===== src/rtl/glove_region_detector.sv =====
// rtl/glove_region_detector.sv - glove region detector with threshold and frame hysteresis
//
// Purpose: counts glove-coloured pixels in four vertical regions of the frame.
//          At each frame end it picks the dominant region, then applies a
//          match threshold and stable/loss frame-count hysteresis before it
//          publishes the highlighted region.
// Ports:
//   clk          in   system clock, rising edge
//   reset        in   asynchronous active-high reset
//   x_pos        in   [9:0] pixel column
//   y_pos        in   [9:0] pixel row
//   pixel_valid  in   x_pos/y_pos/pixel_match valid this cycle
//   pixel_match  in   pixel classified as glove colour
//   flag         out  glove present in region starting at reg_min
//   reg_min      out  [9:0] left x of highlighted region
//   region_idx   out  [1:0] index of highlighted region
//   frame_done   out  one-cycle pulse when a frame's result is committed
module glove_region_detector #(
   parameter int H_ACTIVE      = 640,
   parameter int V_ACTIVE      = 480,
   parameter int REGION_W      = 160,
   parameter int THRESHOLD     = 2000,
   parameter int STABLE_FRAMES = 3,
   parameter int LOSS_FRAMES   = 2
) (
   input  logic       clk,
   input  logic       reset,
   input  logic [9:0] x_pos,
   input  logic [9:0] y_pos,
   input  logic       pixel_valid,
   input  logic       pixel_match,
   output logic       flag,
   output logic [9:0] reg_min,
   output logic [1:0] region_idx,
   output logic       frame_done
);

   localparam logic [9:0]  LP_H_ACTIVE = 10'(H_ACTIVE);
   localparam logic [9:0]  LP_V_ACTIVE = 10'(V_ACTIVE);
   localparam logic [9:0]  LP_REGION_W = 10'(REGION_W);
   localparam logic [16:0] LP_THRESH   = 17'(THRESHOLD);
   localparam logic [2:0]  LP_STABLE   = 3'(STABLE_FRAMES);
   localparam logic [2:0]  LP_LOSS     = 3'(LOSS_FRAMES);

   logic [16:0] r_cnt  [4];
   logic [16:0] r_snap [4];
   logic        r_s1_go;
   logic        r_s2_go;
   logic [1:0]  r_winner;
   logic        r_win_valid;
   logic [1:0]  r_cand;
   logic        r_cand_valid;
   logic [2:0]  r_stable_cnt;
   logic [2:0]  r_miss_cnt;
   logic        r_flag;
   logic [9:0]  r_reg_min;
   logic [1:0]  r_region_idx;
   logic        r_frame_done;

   logic        w_count;
   logic        w_frame_end;
   logic [1:0]  w_region;
   logic [1:0]  w_best_idx;
   logic [16:0] w_best_val;
   logic        w_same;
   logic [2:0]  w_stable_nxt;
   logic [2:0]  w_miss_nxt;
   logic [9:0]  w_reg_min;

   assign w_count     = pixel_valid && pixel_match &&
                        (x_pos < LP_H_ACTIVE) && (y_pos < LP_V_ACTIVE);
   assign w_frame_end = pixel_valid && (x_pos == LP_H_ACTIVE - 10'd1) &&
                        (y_pos == LP_V_ACTIVE - 10'd1);

   always_comb begin
      w_region = 2'd3;
      if (x_pos < LP_REGION_W)
         w_region = 2'd0;
      else if (x_pos < LP_REGION_W * 10'd2)
         w_region = 2'd1;
      else if (x_pos < LP_REGION_W * 10'd3)
         w_region = 2'd2;
   end

   // Strict greater-than keeps the lowest index on ties.
   always_comb begin
      w_best_idx = 2'd0;
      w_best_val = r_snap[0];
      for (int i = 1; i < 4; i++) begin
         if (r_snap[i] > w_best_val) begin
            w_best_idx = 2'(i);
            w_best_val = r_snap[i];
         end
      end
   end

   // Next candidate state for the commit stage.
   assign w_same = r_win_valid && r_cand_valid && (r_winner == r_cand);

   always_comb begin
      w_stable_nxt = 3'd0;
      w_miss_nxt   = 3'd0;
      if (r_win_valid) begin
         if (w_same)
            w_stable_nxt = (r_stable_cnt == 3'd7) ? 3'd7 : r_stable_cnt + 3'd1;
         else
            w_stable_nxt = 3'd1;
      end else begin
         w_miss_nxt = (r_miss_cnt == 3'd7) ? 3'd7 : r_miss_cnt + 3'd1;
      end
   end

   assign w_reg_min = LP_REGION_W * {8'd0, r_winner};

   // Live counters and the frame-end snapshot; the frame-end pixel itself
   // is folded into the snapshot and the live counters restart from zero.
   always_ff @(posedge clk or posedge reset) begin
      if (reset) begin
         for (int i = 0; i < 4; i++) begin
            r_cnt[i]  <= '0;
            r_snap[i] <= '0;
         end
         r_s1_go <= 1'b0;
         r_s2_go <= 1'b0;
      end else begin
         r_s1_go <= w_frame_end;
         r_s2_go <= r_s1_go;
         for (int i = 0; i < 4; i++) begin
            if (w_frame_end) begin
               r_cnt[i] <= '0;
               if (w_count && (w_region == 2'(i)) && (r_cnt[i] != '1))
                  r_snap[i] <= r_cnt[i] + 17'd1;
               else
                  r_snap[i] <= r_cnt[i];
            end else if (w_count && (w_region == 2'(i)) && (r_cnt[i] != '1)) begin
               r_cnt[i] <= r_cnt[i] + 17'd1;
            end
         end
      end
   end

   // Stage 1 picks the winner, stage 2 applies the hysteresis.
   always_ff @(posedge clk or posedge reset) begin
      if (reset) begin
         r_winner     <= 2'd0;
         r_win_valid  <= 1'b0;
         r_cand       <= 2'd0;
         r_cand_valid <= 1'b0;
         r_stable_cnt <= 3'd0;
         r_miss_cnt   <= 3'd0;
         r_flag       <= 1'b0;
         r_reg_min    <= 10'd0;
         r_region_idx <= 2'd0;
         r_frame_done <= 1'b0;
      end else begin
         r_frame_done <= r_s2_go;
         if (r_s1_go) begin
            r_winner    <= w_best_idx;
            r_win_valid <= (w_best_val >= LP_THRESH);
         end
         if (r_s2_go) begin
            r_stable_cnt <= w_stable_nxt;
            r_miss_cnt   <= w_miss_nxt;
            if (r_win_valid) begin
               r_cand       <= r_winner;
               r_cand_valid <= 1'b1;
               if (w_stable_nxt >= LP_STABLE) begin
                  r_flag       <= 1'b1;
                  r_region_idx <= r_winner;
                  r_reg_min    <= w_reg_min;
               end
            end else begin
               r_cand_valid <= 1'b0;
               // Region outputs hold so the last highlight position survives.
               if (w_miss_nxt >= LP_LOSS)
                  r_flag <= 1'b0;
            end
         end
      end
   end

   assign flag       = r_flag;
   assign reg_min    = r_reg_min;
   assign region_idx = r_region_idx;
   assign frame_done = r_frame_done;

endmodule


===== config.mk =====
export PLATFORM = sky130hd
export DESIGN_NAME = glove_region_detector
export DESIGN_NICKNAME = d
export VERILOG_FILES = /design/src/rtl/glove_region_detector.sv
export SDC_FILE = /design/constraint.sdc
export NUM_CORES = 1
export LEC_CHECK = 0
export ABC_CLOCK_PERIOD_IN_PS = 6300
export CAP_MARGIN = 20
export CORE_MARGIN = 2
export CORE_UTILIZATION = 48
export DETAILED_ROUTE_END_ITERATION = 10
export GPL_ROUTABILITY_DRIVEN = 0
export PLACE_DENSITY = 0.66
export RECOVER_POWER = 50
export SYNTH_ARGS = -nofsm -noshare
export SYNTH_HDL_FRONTEND = slang
export SYNTH_SLANG_ARGS = --single-unit

===== constraint.sdc =====
create_clock -name clk -period 6.3 [get_ports clk]
set_input_delay 1.26 -clock clk [delete_from_list [all_inputs] [get_ports clk]]
set_output_delay 1.26 -clock clk [all_outputs]
set_load 0.01 [all_outputs]

==> results.yml <==
status:
  outcome: "finished, violations left"
  violations: "max-capacitance violations, max-slew violations"
critical_path:
  reg2reg_slack_ns: 0.36
  critPathMaxStageDelay_ns: 0.55
  crit_buf_inv: 2
  crit_path_max_fanout: 9
  crit_chain: "ha_1 > a21oi_1 > o21ai_0 > or4_4 > o21ai_4 > mux2i_1 > ha_1 > nand4_1 > inv_1 > a2111oi_2 > o31ai_4 > and2_4 > buf_4 > a21oi_2 > ha_1 > o21ai_0 > nand2b_1 > a21oi_1 > a2111oi_0 > a211o_1 > nand2_2 > o21ai_0 > a2111o_1 > a41oi_2"
  rr_startpoint: "r_snap[48]$_DFFE_PP0P_"
  slowest_stage: "or4_4"
  crit_family: "compound AO/OA/AOI/OAI gates"
  ff2ff_path_depth: 24
  worstPathRequired_ns: 6.64
  start_kind: "register"
  crit_arrival_ns: 6.29
  path_class: "reg -> reg"
  end_kind: "register"
  reg2reg_to: "r_win_valid$_DFFE_PP0P_"
final_layout:
  syn_to_final_growth_pct: 14.57
  final_cell_mix: "154 x dfrtp_1, 129 x nand2_1, 114 x nor2_1"
  drive_gt1_share_pct: 8.672
  insertedDiodeCount: 0
  final_common_cell: "dfrtp_1"
  layout.cells.non_filler: 1159
  layout.nets: 1008
pwr:
  leakage_nw: 4.464
  ir_drop_v: 0.0001839
  power_w: 0.002250
  powerDensity_nw_per_um2: 234.8
global_route:
  grt_start_max_net_pins: 68
  grt_util_all_layers_pct: 21.17
  gr-total-overflow: 0
  grt_pass1_wl_um: 30240
  grt_pass1_vias: 6059
  grt_antenna_before_repair: 0
min_path:
  min-delay-start: "r_snap[0]$_DFFE_PP0P_"
  hold_end: "r_snap[0]$_DFFE_PP0P_"
  whs_path_depth: 2
  hp-class: "reg -> reg"
yosys:
  seq_area_frac_synth_pct: 46.08
  synthCells: 893
  synth_area_leader_cell: "dfrtp_1"
  async_flop_share_pct: 100.0
  yosysWarnings: 0
  synthFlopType: "dfrtp_1"
  syn_avg_cell_area_sq_um: 9.365
  syn_area_sq_um: 8363
  synth_enable_flop_cells: 0
  synth-seq-cells: 154
  ys_top_cells_by_area: "dfrtp_1 46%, ha_1 9.1%, nand2_1 5.9%, o21ai_0 5.2%, nor2_1 5.1%"
  ys_types: 66
  synth_top_area_share_pct: 46.08
sta:
  hold_violations: 0
  finalSetupViolations: 0
  tightest_slew_ns: 2.923
  relSlewSlack_pct: -94.88
  worst_clock_skew_ns: 0.004704
  finalMaxSlewViolations: 159
  fin_crit_sh_pct: 94.30
  max_freq_mhz: 168.3
  finalCriticalPeriod_ns: 5.941
  setup_tns_ns: 0
routing:
  viasPerCell: 5.343
  route.detailed.drc: 0
  wl_um: 17900
  postRouteAntennaNets: 0
  vias: 6192
  wire_per_inst_um: 15.44
  first_pass_iters: 5
  drtIter0Drc: 296
die:
  core_area_sq_um: 17180
  initial_core_util_pct: 48.69
  die_x_um: 136.0
  rows: 48
  io-pin-count: 38
  die_area_sq_um: 18490
  fp.dieH_um: 136.0
place:
  hpwl_um: 13200
  io_buffer_count: 31
  dp_cells: 1124
clock_tree:
  htree_levels: 4
  cts_inserted_buffers: 17
  root_buffer: "clkbuf_16"
  clock_path_buffers: 2
  cts_tree: "yes"
  insertion_delay_ns: 0.43
  clock-sinks: 154
  cts-hold-fix-buffers: 0
  path_clk_slew_ns: 0.06
flow_run:
  drv_cap: 3
[flip-flops by register name, summed over array words and instances, names as in the netlist, 2 cells and up]
register,flops
r_stable_cnt,3
r_cnt,68
r_winner,2
r_miss_cnt,3
r_cand,2
r_snap,68
[power by group]
group          internal (W)  switching (W)
Combinational     0.0000432      0.0000585
Sequential          0.00102      0.0000252
Clock              0.000718       0.000390
[routing by layer]
| metal | up-vias | global-route usage, % | wire (um) |
|---|---|---|---|
| met5 | - | 0 | 0 |
| met3 | 25 | 3.654 | 555 |
| met2 | 117 | 33.64 | 8268 |
| met1 | 2942 | 29.24 | 8700 |
| met4 | 0 | 7.697 | 370 |
| li1 | 3108 | - | - |
[worst max-delay path by stage]
stage	start	to	depth (start not counted)
after floorplan	r_snap[48]$_DFFE_PP0P_	r_win_valid$_DFFE_PP0P_	26
after detailed placement	r_snap[48]$_DFFE_PP0P_	r_win_valid$_DFFE_PP0P_	24
after global routing	r_snap[65]$_DFFE_PP0P_	r_win_valid$_DFFE_PP0P_	24
after CTS	r_snap[48]$_DFFE_PP0P_	r_win_valid$_DFFE_PP0P_	24
final	r_snap[48]$_DFFE_PP0P_	r_win_valid$_DFFE_PP0P_	24
after global placement	r_snap[48]$_DFFE_PP0P_	r_win_valid$_DFFE_PP0P_	24
[synth_stat cells (11+ instances only)]
cell / n
xnor2_1: 35
and3_1: 11
ha_1: 61
clkbuf_1: 22
dfrtp_1: 154
a21oi_1: 30
nand3_1: 33
nand2_1: 131
nor2_1: 114
nand4_1: 17
nor3_1: 14
o21ai_0: 87
xor2_1: 27
inv_1: 36
mux2i_1: 24
[worst min-delay path: stages (launching register included)]
cell     delay (ns)
dfrtp_1        0.34
nand2_1        0.05
o21ai_0        0.06
[what timing repair did]
item | in CTS | in global routing
buffers inserted | 0 | 4
setup endpoints to repair | 0 | 3
resized for setup | 0 | 19
[cell families (layout without fill, tap and decap cells)]
kind of cell               count (synthesis)  count (layout)  synth area share [%]
and+or+nand+nor                          356             357                 19.66
DFF                                      154             154                 46.08
AOI/OAI and AO/OA                        151             151                 10.52
buffers and inverters                     77             112                 4.264
adders and majority gates                 62              62                 9.261
xor gates and xnor gates                  62              62                 6.493
muxes                                     30              30                 3.680
other                                      1               6               0.04484
[area by class of cell]
cell class,instances,area [sq um]
Clock inverter,8,167.7
Clock buffer,22,464.2
Timing Repair Buffer,45,416.7
Inverter,37,140.1
Fill cell,1542,7595
Sequential cell,154,3854
Tap cell,225,281.5
Multi-Input combinational cell,668,4258
[stage by stage]
step / util [%] / hold slack, ns / setup WS (ns) / area [sq um]
finish: 55.78 / 0.4796 / 0.3594 / 9582
floorplan: - / 0.4197 / 0.5082 / 8382
detailed placement: 51.52 / 0.4718 / 0.09924 / 8848
global route: 55.78 / 0.5036 / -0.06062 / 9582
global placement: 51.52 / 0.4628 / 0.2578 / 8848
CTS: 55.19 / 0.4843 / 0.05986 / 9480
(Power assumes the default switching activity.)
